$ cat src/rtl/ps2_host_tx_pkg.sv
// Shared PS/2 definitions: host transmitter states, common keyboard command bytes
// and the odd-parity helper used when a byte is latched for transmission.
package ps2_host_tx_pkg;

  typedef enum logic [2:0] {
    ST_IDLE,
    ST_INHIBIT,
    ST_XFER,
    ST_ACK,
    ST_WAITIDLE
  } ps2_state_e;

  localparam logic [7:0] PS2_CMD_SET_LEDS = 8'hED;
  localparam logic [7:0] PS2_CMD_ENABLE   = 8'hF4;
  localparam logic [7:0] PS2_CMD_RESET    = 8'hFF;

  // Parity bit that makes the total count of ones across data plus parity odd.
  function automatic logic odd_parity(input logic [7:0] b);
    return ~^b;
  endfunction

endpackage

$ cat src/rtl/ps2_host_tx_line_filter.sv
// One PS/2 line: two-flop synchroniser, stability filter and one-cycle edge pulses
// that fire in the same cycle the filtered level changes.
module ps2_host_tx_line_filter #(
  parameter int FILTER_CYCLES = 8
) (
  input  logic clock,
  input  logic reset,
  input  logic line_i,
  output logic level_o,
  output logic fall_o,
  output logic rise_o
);

  localparam int CNT_W = $clog2(FILTER_CYCLES + 1);

  logic [1:0]       sync_q, sync_d;
  logic [CNT_W-1:0] cnt_q, cnt_d;
  logic             lvl_q, lvl_d;
  logic             fall_q, fall_d;
  logic             rise_q, rise_d;

  always_ff @(posedge clock) begin
    if (reset) begin
      sync_q <= 2'b11;
      cnt_q  <= '0;
      lvl_q  <= 1'b1;
      fall_q <= 1'b0;
      rise_q <= 1'b0;
    end else begin
      sync_q <= sync_d;
      cnt_q  <= cnt_d;
      lvl_q  <= lvl_d;
      fall_q <= fall_d;
      rise_q <= rise_d;
    end
  end

  // A new level is accepted only after FILTER_CYCLES consecutive cycles of disagreement.
  always_comb begin
    sync_d = {sync_q[0], line_i};
    cnt_d  = '0;
    lvl_d  = lvl_q;
    fall_d = 1'b0;
    rise_d = 1'b0;
    if (sync_q[1] != lvl_q) begin
      if (cnt_q == CNT_W'(FILTER_CYCLES - 1)) begin
        lvl_d  = sync_q[1];
        fall_d = lvl_q;
        rise_d = ~lvl_q;
      end else begin
        cnt_d = cnt_q + CNT_W'(1);
      end
    end
  end

  assign level_o = lvl_q;
  assign fall_o  = fall_q;
  assign rise_o  = rise_q;

endmodule

$ cat src/rtl/ps2_host_tx.sv
// PS/2 host-to-device transmitter: inhibits the bus, sends start/8 data/parity bits on
// device clock falls, checks the device ACK and reports done or err.
module ps2_host_tx
  import ps2_host_tx_pkg::*;
#(
  parameter int INHIBIT_CYCLES = 3000,
  parameter int TIMEOUT_CYCLES = 375000,
  parameter int FILTER_CYCLES  = 8
) (
  input  logic       clock,
  input  logic       reset,
  input  logic       start,
  input  logic [7:0] data,
  input  logic       ps_clk_i,
  input  logic       ps_dat_i,
  output logic       ps_clk_oe,
  output logic       ps_dat_oe,
  output logic       busy,
  output logic       done,
  output logic       err
);

  localparam int INH_W = $clog2(INHIBIT_CYCLES + 1);
  localparam int TMO_W = $clog2(TIMEOUT_CYCLES + 1);

  ps2_state_e       state_q, state_d;
  logic             clk_oe_q, clk_oe_d;
  logic             dat_oe_q, dat_oe_d;
  logic [8:0]       shift_q, shift_d;
  logic [3:0]       nf_q, nf_d;
  logic [INH_W-1:0] inh_q, inh_d;
  logic [TMO_W-1:0] tmo_q, tmo_d;
  logic             ack_q, ack_d;
  logic             done_q, done_d;
  logic             err_q, err_d;

  logic clk_level, clk_fall, clk_rise;
  logic dat_level, dat_fall, dat_rise;
  logic unused_edges;

  ps2_host_tx_line_filter #(.FILTER_CYCLES(FILTER_CYCLES)) u_clk_filter (
    .clock   (clock),
    .reset   (reset),
    .line_i  (ps_clk_i),
    .level_o (clk_level),
    .fall_o  (clk_fall),
    .rise_o  (clk_rise)
  );

  ps2_host_tx_line_filter #(.FILTER_CYCLES(FILTER_CYCLES)) u_dat_filter (
    .clock   (clock),
    .reset   (reset),
    .line_i  (ps_dat_i),
    .level_o (dat_level),
    .fall_o  (dat_fall),
    .rise_o  (dat_rise)
  );

  assign unused_edges = clk_rise ^ dat_fall ^ dat_rise;

  always_ff @(posedge clock) begin
    if (reset) begin
      state_q  <= ST_IDLE;
      clk_oe_q <= 1'b0;
      dat_oe_q <= 1'b0;
      shift_q  <= '0;
      nf_q     <= '0;
      inh_q    <= '0;
      tmo_q    <= '0;
      ack_q    <= 1'b0;
      done_q   <= 1'b0;
      err_q    <= 1'b0;
    end else begin
      state_q  <= state_d;
      clk_oe_q <= clk_oe_d;
      dat_oe_q <= dat_oe_d;
      shift_q  <= shift_d;
      nf_q     <= nf_d;
      inh_q    <= inh_d;
      tmo_q    <= tmo_d;
      ack_q    <= ack_d;
      done_q   <= done_d;
      err_q    <= err_d;
    end
  end

  // The shift register holds {parity, data}; each device clock fall presents the next bit.
  always_comb begin
    state_d  = state_q;
    clk_oe_d = clk_oe_q;
    dat_oe_d = dat_oe_q;
    shift_d  = shift_q;
    nf_d     = nf_q;
    inh_d    = inh_q;
    tmo_d    = tmo_q;
    ack_d    = ack_q;
    done_d   = 1'b0;
    err_d    = 1'b0;
    case (state_q)
      ST_IDLE: begin
        if (start) begin
          shift_d  = {odd_parity(data), data};
          clk_oe_d = 1'b1;
          dat_oe_d = 1'b0;
          inh_d    = '0;
          nf_d     = '0;
          ack_d    = 1'b0;
          state_d  = ST_INHIBIT;
        end
      end
      ST_INHIBIT: begin
        if (inh_q == INH_W'(INHIBIT_CYCLES)) begin
          clk_oe_d = 1'b0;
          nf_d     = '0;
          tmo_d    = '0;
          state_d  = ST_XFER;
        end else begin
          inh_d = inh_q + INH_W'(1);
          if (inh_q == INH_W'(INHIBIT_CYCLES - 1)) begin
            dat_oe_d = 1'b1;
          end
        end
      end
      ST_XFER: begin
        tmo_d = tmo_q + TMO_W'(1);
        if (clk_fall) begin
          nf_d = nf_q + 4'd1;
          if (nf_q < 4'd9) begin
            dat_oe_d = ~shift_q[0];
            shift_d  = {1'b0, shift_q[8:1]};
          end else begin
            dat_oe_d = 1'b0;
            state_d  = ST_ACK;
          end
        end
      end
      ST_ACK: begin
        tmo_d = tmo_q + TMO_W'(1);
        if (clk_fall) begin
          nf_d    = nf_q + 4'd1;
          ack_d   = ~dat_level;
          state_d = ST_WAITIDLE;
        end
      end
      ST_WAITIDLE: begin
        tmo_d = tmo_q + TMO_W'(1);
        if (clk_level && dat_level) begin
          done_d   = ack_q;
          err_d    = ~ack_q;
          clk_oe_d = 1'b0;
          dat_oe_d = 1'b0;
          state_d  = ST_IDLE;
        end
      end
      default: begin
        clk_oe_d = 1'b0;
        dat_oe_d = 1'b0;
        state_d  = ST_IDLE;
      end
    endcase
    // A silent or stuck device aborts the frame from any post-release state.
    if ((state_q == ST_XFER || state_q == ST_ACK || state_q == ST_WAITIDLE) &&
        tmo_q == TMO_W'(TIMEOUT_CYCLES - 1)) begin
      done_d   = 1'b0;
      err_d    = 1'b1;
      clk_oe_d = 1'b0;
      dat_oe_d = 1'b0;
      state_d  = ST_IDLE;
    end
  end

  always_comb begin
    busy      = (state_q != ST_IDLE);
    ps_clk_oe = clk_oe_q;
    ps_dat_oe = dat_oe_q;
    done      = done_q;
    err       = err_q;
  end

endmodule

$ cat config.mk
export PLATFORM = sky130hd
export DESIGN_NAME = ps2_host_tx
export DESIGN_NICKNAME = d
export VERILOG_FILES = /design/src/rtl/ps2_host_tx_pkg.sv /design/src/rtl/ps2_host_tx_line_filter.sv /design/src/rtl/ps2_host_tx.sv
export SDC_FILE = /design/constraint.sdc
export NUM_CORES = 1
export LEC_CHECK = 0
export CAP_MARGIN = 20
export CORE_UTILIZATION = 50
export DETAILED_ROUTE_END_ITERATION = 16
export GPL_TIMING_DRIVEN = 0
export PLACE_DENSITY = 0.68
export SLEW_MARGIN = 40
export SYNTH_ARGS = -nofsm -noshare
export SYNTH_HDL_FRONTEND = slang
export SYNTH_SLANG_ARGS = --single-unit
$ cat constraint.sdc
create_clock -name clock -period 3 [get_ports clock]
set_input_delay 0.6 -clock clock [delete_from_list [all_inputs] [get_ports clock]]
set_output_delay 0.6 -clock clock [all_outputs]
set_load 0.02 [all_outputs]
==> results of run 1 <==
-- sequential cells by signal (all words and copies together), names as in the netlist --
register,flops
u_clk_filter.level_o,1
u_clk_filter.fall_o,1
done,1
err,1
u_dat_filter.sync_q,2
u_dat_filter.level_o,1
ps_clk_oe,1
inh_q,12
tmo_q,19
u_clk_filter.sync_q,2
u_dat_filter.cnt_q,4
u_clk_filter.cnt_q,4
nf_q,4
ps_dat_oe,1
state_q,3
shift_q,9
ack_q,1
-- area by class of cell --
type | instances | area [µm²] | share of cell area
multi-input combinational | 300 | 1920 | 0.499
timing repair buffer | 16 | 160 | 0.0417
inverter | 10 | 37.5 | 0.00976
sequential | 67 | 1340 | 0.349
clock inverter | 6 | 48.8 | 0.0127
clock buffer | 10 | 138 | 0.0358
buffer | 21 | 104 | 0.0270
tap | 77 | 96.3 | 0.0251
-- power groups by stage --
stage	clock network (mW)	registers [mW]	logic, mW
floorplan	0	1.03	0.585
global placement	0	1.03	0.797
detailed placement	0	1.03	0.810
CTS	0.720	1.01	0.814
global route	0.767	1.02	0.915
finish	0.705	1.01	0.816
-- cell families (layout without fill, tap and decap cells) --
| kind of cell | count (synthesis) | count (layout) | synth area share |
|---|---|---|---|
| flip-flops | 67 | 67 | 0.394 |
| AO/OA/AOI/OAI | 102 | 102 | 0.204 |
| multiplexers | 3 | 3 | 0.00883 |
| buffers and inverters | 31 | 63 | 0.0416 |
| AND/OR/NAND/NOR | 162 | 162 | 0.258 |
| adder cells (fa/ha/maj) | 7 | 7 | 0.0257 |
| XOR/XNOR | 26 | 26 | 0.0669 |
-- cells in the mapped netlist (all sizes together) (3+ instances only) --
master / count
dfxtp: 67
nor2: 54
nand2: 38
o21ai: 26
a21oi: 22
buf: 14
xor2: 14
a311oi: 12
xnor2: 12
nor3: 11
inv: 9
nand3: 9
a31oi: 8
clkbuf: 7
ha: 7
o211ai: 7
nand4: 6
and3: 5
nand2b: 5
or2: 5
a211oi: 4
a21o: 4
a41oi: 4
nand3b: 4
nor4: 4
o2111ai: 4
or3: 4
a22oi: 3
and2: 3
mux2i: 3
nor4b: 3
-- metal layers --
metal  track usage  share of wire  wire [µm]
met4         0.108          0.019        143
met3        0.0423          0.043        324
met1         0.317           0.49       3680
met2         0.352           0.45       3360
met5             0              0          0
-- worst paths after layout --
kind	endpoint	slack [ps]
max reg2reg	shift_q[7]$_SDFFE_PP0P_	1050
min reg2reg	u_clk_filter.sync_q[1]$_SDFF_PP1_	410
max	busy	310
min	u_clk_filter.sync_q[1]$_SDFF_PP1_	410
-- metrics by stage --
step                 util  instances  setup WS, ps  cell area [µm²]  power (mW)
finish              0.595        507           312             3840        2.53
global route        0.595        507           171             3840        2.71
CTS                 0.595        507           265             3840        2.55
detailed placement  0.566        491           639             3660        1.84
global placement    0.566        491           647             3660        1.83
floorplan               -        398          1330             3400        1.62
==> metrics, run 1 <==
outcome=finished with violations; violated checks=DRC; hold wc startpoint=u_clk_filter.sync_q[0]$_SDFF_PP1_; I/O pin count=18; CTS tree=yes; fin crit share=0.896; Antenna Nets Post-Route=0; combinational share of power=0.322; switching power=0.943 mW; Avg Inst Size Synth=about 8.5 µm²; flops & latches, synth=67; Remaining Overflow, GRT=0; Fillers=605; distinct cell type count after synthesis=60; Critical path buffers and inverters=3; Crit path arrival time=between 2000 and 2500 ps; crit path time final=2690 ps; Synth Net Count=418; clk root buf=clkbuf_8; Worst path depth=4; htree depth=3; Synth top area share=0.394; Placer Congestion=approximately 0.85; Area Overhead vs Synth=13.0%; antenna cells=0; Post-CTS Setup Repair Bufs=0; Longest Clk Path Bufs=2; CP max stage delay=630 ps; Post-synth EDFFs=0; Mapped Area=0.00340 mm²; leading cell type in the layout, fill and taps excluded=dfxtp_1; Cells after Synth=398; first-pass GRT wire length=between 10 and 15 mm; reg2reg path depth=8; Die W=84.5 µm; vias=2981; worst vdd ir=0.317 mV; standby leakage power=1.39 nW; clock skew=10.4 ps; top_reg_cell synth=dfxtp_1; proportion of layout cells with a drive suffix above 1=0.114; WL final=7.52 mm; vias in the first global route=approximately 2700; Die Height=between 80 and 90 µm; ys async rst share=0; Fin Setup TNS=0 ps; commonest non-fill, non-tap cells in the layout=dfxtp_1, nor2_1, nand2_1; Worst Path Class, Setup=register to primary output; clock slew seen by the registers of the worst setup and hold paths=80 ps; pin count of the biggest net entering global routing=14; part of the power in registers=0.400; Worst slew margin=0.491; Post-layout nets=around 450; PostCTS Resize Cnt=0; switch share=0.372; maximum operating frequency=about 370 MHz; Clk pwr share=0.278; sequential-to-total area share from yosys stat=0.394; CP startpoint=state_q[1]$_SDFFE_PP0P_; Crit. End Element=primary output; Critical Path Fanout Max=9; Die ar.=0.00714 mm²; initial antenna violation count=0; DRT iter0 DRCs=150; vias per cell=5.88; CP max-delay cell=nor3_1; Port Buf Inserts=16; clock sink count=67; hold_buf cts=0; synth top area cells=dfxtp_1, nor2_1, nand2_1; Final Hold Vio Count=0; HP Class=register to register; worst skew pair latency=~360 ps; hold slack=about 410 ps; Worst setup SP type=register; CP required=between 2000 and 2500 ps; critical path cell sequence=buf_2, nor3_1, inv_1, clkdlybuf4s50_1; TritonRoute pass-1 iters=10; dpl hpwl=about 5.3 mm; Synth warnings=0; Worst Tran Pin Value=between 700 and 800 ps; Avg WL per Cell=14.8 µm; unrepaired setup endpoints after global routing=no; Final Max Slew Viols=0; CP top delay family=buffers and inverters; PwrDens=659 mW/mm²; final setup vio count=0; top cell type by total area after synthesis=dfxtp_1; Max-Cap Viols=0; All-Layer GR Usage=0.231; CORE AREA=0.00646 mm²; worst r2r src=nf_q[0]$_SDFFE_PP0P_; row count=29; WHS Path Cells=1; clock buffer count from CTS=9; Initial Utilization=0.527; Power Internal=1.59 mW; # DRC=7
Power figures use the tool's default switching activity.
==> run 2: changes to the inputs <==
Settings changed: CTS_CLUSTER_SIZE set to 25.
==> results of run 2 <==
Same layout as run 1: the final DEF is identical, and so are final timing and power.
==> run 3: changes to the inputs <==
Settings changed: CORE_UTILIZATION 50 to 28, PLACE_DENSITY 0.68 to unset.
==> run 3 against run 2 <==
  * The flow still finishes with violations (DRC)
  * Clock-buffer cell count is 1 lower
  * Sequential power is essentially flat
  * Clock skew shrank 4.3 ps
  * Via count is 0.54% lower
  * First-iteration DRC count is 35% higher
  * Cell area grew 5.3%
  * Fmax rose by 9.4%
  * Utilization shrank 25 points
  * Clock power increased by 52%
  * Critical path depth unchanged
  * Largest power group is now clock
==> metrics, run 3 (synthesis gave the netlist of run 1 again) <==
Longest Clk Path Bufs=2 (unchanged); violated checks=DRC (unchanged); combinational share of power=0.284 (was 0.322); FF/Latch Area=0.00134 mm² (unchanged); final core utilization=0.349 (was 0.595); Die Height=112 µm (was 84.5 µm); switching power=1.00 mW (was 0.943 mW); worst vdd ir=0.297 mV (was 0.317 mV); Post-layout nets=445 (unchanged); HP Class=register to register (unchanged); clock slew seen by the registers of the worst setup and hold paths=60 ps (was 80 ps); commonest non-fill, non-tap cells in the layout=dfxtp_1, nor2_1, nand2_1 (unchanged); fin crit share=0.819 (was 0.896); crit path time final=2460 ps (was 2690 ps); Regs by FF count=tmo_q: 19 flops, inh_q: 12 flops, shift_q: 9 flops (unchanged); Critical Path Fanout Max=9 (unchanged); Die W=112 µm (was 84.5 µm); global routing usage on met3=0.0319 (was 0.0423); I/O pin count=18 (unchanged); proportion of layout cells with a drive suffix above 1=0.116 (was 0.114); Initial Utilization=0.293 (was 0.527); global route hottest layer=met2 (unchanged); clk root buf=clkbuf_16 (was clkbuf_8); Post-CTS Setup Repair Bufs=0 (unchanged); switch share=0.343 (was 0.372); Clk pwr share=0.368 (was 0.278); PwrDens=720 mW/mm² (was 659 mW/mm²); Worst Tran Pin Value=615 ps (was 758 ps); All-Layer GR Usage=0.132 (was 0.231); pin count of the biggest net entering global routing=14 (unchanged); placed insts=557 (was 491); initial antenna violation count=0 (unchanged); vias=2965 (was 2981); TritonRoute pass-1 iters=10 (unchanged); Fin Setup TNS=0 ps (unchanged); Final Hold Vio Count=0 (unchanged); GR Layer Usage met2=0.210 (was 0.352); Power Internal=1.92 mW (was 1.59 mW); CTS tree=yes (unchanged); Area Overhead vs Synth=19.0% (was 13.0%); Worst setup SP type=register (unchanged); Post-Layout Cell Count=573 (was 507); clock buffer count from CTS=9 (unchanged); hold slack=409 ps (about the same); Max-Cap Viols=0 (unchanged); antenna cells=0 (unchanged); hold_buf cts=0 (unchanged); Port Buf Inserts=16 (unchanged); unrepaired setup endpoints after global routing=no (unchanged); Remaining Overflow, GRT=0 (unchanged); WL final=8.02 mm (was 7.52 mm); met1 usage=0.173 (was 0.317); htree depth=3 (unchanged); Avg WL per Cell=14.0 µm (was 14.8 µm); vias per cell=5.17 (was 5.88); Antenna Nets Post-Route=0 (unchanged); part of the power in registers=0.348 (was 0.400); vias in the first global route=2726 (was 2687); Final Max Slew Viols=0 (unchanged); clock skew=6.13 ps (was 10.4 ps); first-pass GRT wire length=13.2 mm (was 13.0 mm); CP required=2400 ps (about the same); standby leakage power=1.45 nW (was 1.39 nW); Crit. End Element=primary output (unchanged); Fillers=1194 (was 605); leading cell type in the layout, fill and taps excluded=dfxtp_1 (unchanged); final setup vio count=0 (unchanged); worst skew pair latency=340 ps (was 360 ps); clock sink count=67 (unchanged); PostCTS Resize Cnt=0 (unchanged); total power=2.92 mW (was 2.53 mW); # DRC=1 (was 7); outcome=finished with violations (unchanged); Worst Path Class, Setup=register to primary output (unchanged); max reg flops=19 (unchanged); Die ar.=0.0126 mm² (was 0.00714 mm²); row count=39 (was 29); Worst slew margin=0.589 (was 0.491); Top reg by flops=tmo_q (unchanged); DRT iter0 DRCs=203 (was 150); area occupied by multi-input gates=0.00192 mm² (about the same); maximum operating frequency=407 MHz (was 372 MHz); Crit path arrival time=1860 ps (was 2090 ps); Placer Congestion=0.809 (was 0.852); dpl hpwl=5.65 mm (was 5.30 mm); CORE AREA=0.0116 mm² (was 0.00646 mm²)
run 3: cell count changes in the layout (fill, tap and decap cells not counted):
cell / change
bufinv_16: +1
clkbuf_16: +9
clkbuf_8: -10
clkinv_2: +2
clkinv_4: +2
clkinvlp_4: -3
inv_6: -2
inv_8: +1
nor3_1: -1
nor3_2: +1
run 3: per-layer routing:
metal / share of wire / wire length (µm)
met4: 0.014 / 110
met1: 0.49 / 3920
met2: 0.46 / 3710
met5: 0 / 0
met3: 0.036 / 285
run 3: area by class of cell:
cell class	instances	area share
Multi-Input combinational cell	300	0.475
Sequential cell	67	0.331
Clock buffer	9	0.0556
Tap cell	143	0.0442
Timing Repair Buffer	16	0.0396
Buffer	21	0.0256
Clock inverter	7	0.0192
Inverter	10	0.00927
run 3: worst paths after layout:
kind,slack [ps],depth (start not counted),endpoint,from
max,540,4,busy,state_q[1]$_SDFFE_PP0P_
min,410,1,u_clk_filter.sync_q[1]$_SDFF_PP1_,u_clk_filter.sync_q[0]$_SDFF_PP1_
max reg2reg,1060,7,state_q[0]$_SDFFE_PP0P_,state_q[2]$_SDFFE_PP0P_
min reg2reg,410,1,u_clk_filter.sync_q[1]$_SDFF_PP1_,u_clk_filter.sync_q[0]$_SDFF_PP1_
run 3: power by group through the flow:
stage / combinational, mW / clock [mW] / sequential [mW]
detailed placement: 0.816 / 0 / 1.03
CTS: 0.821 / 1.09 / 1.02
finish: 0.828 / 1.07 / 1.02
floorplan: 0.585 / 0 / 1.03
global route: 0.911 / 1.14 / 1.03
global placement: 0.804 / 0 / 1.03
run 3: stage by stage:
| stage | setup WS [ps] | area, µm² |
|---|---|---|
| after floorplan | 1330 | 3400 |
| after global routing | 418 | 4050 |
| after detailed placement | 572 | 3740 |
| after CTS | 199 | 4040 |
| after global placement | 627 | 3740 |
| final | 543 | 4050 |
run 3: critical path: stages (launching register included):
cell             delay (ps)
dfxtp_1                 290
buf_2                   160
nor3_2                  440
inv_1                    90
clkdlybuf4s50_1         550
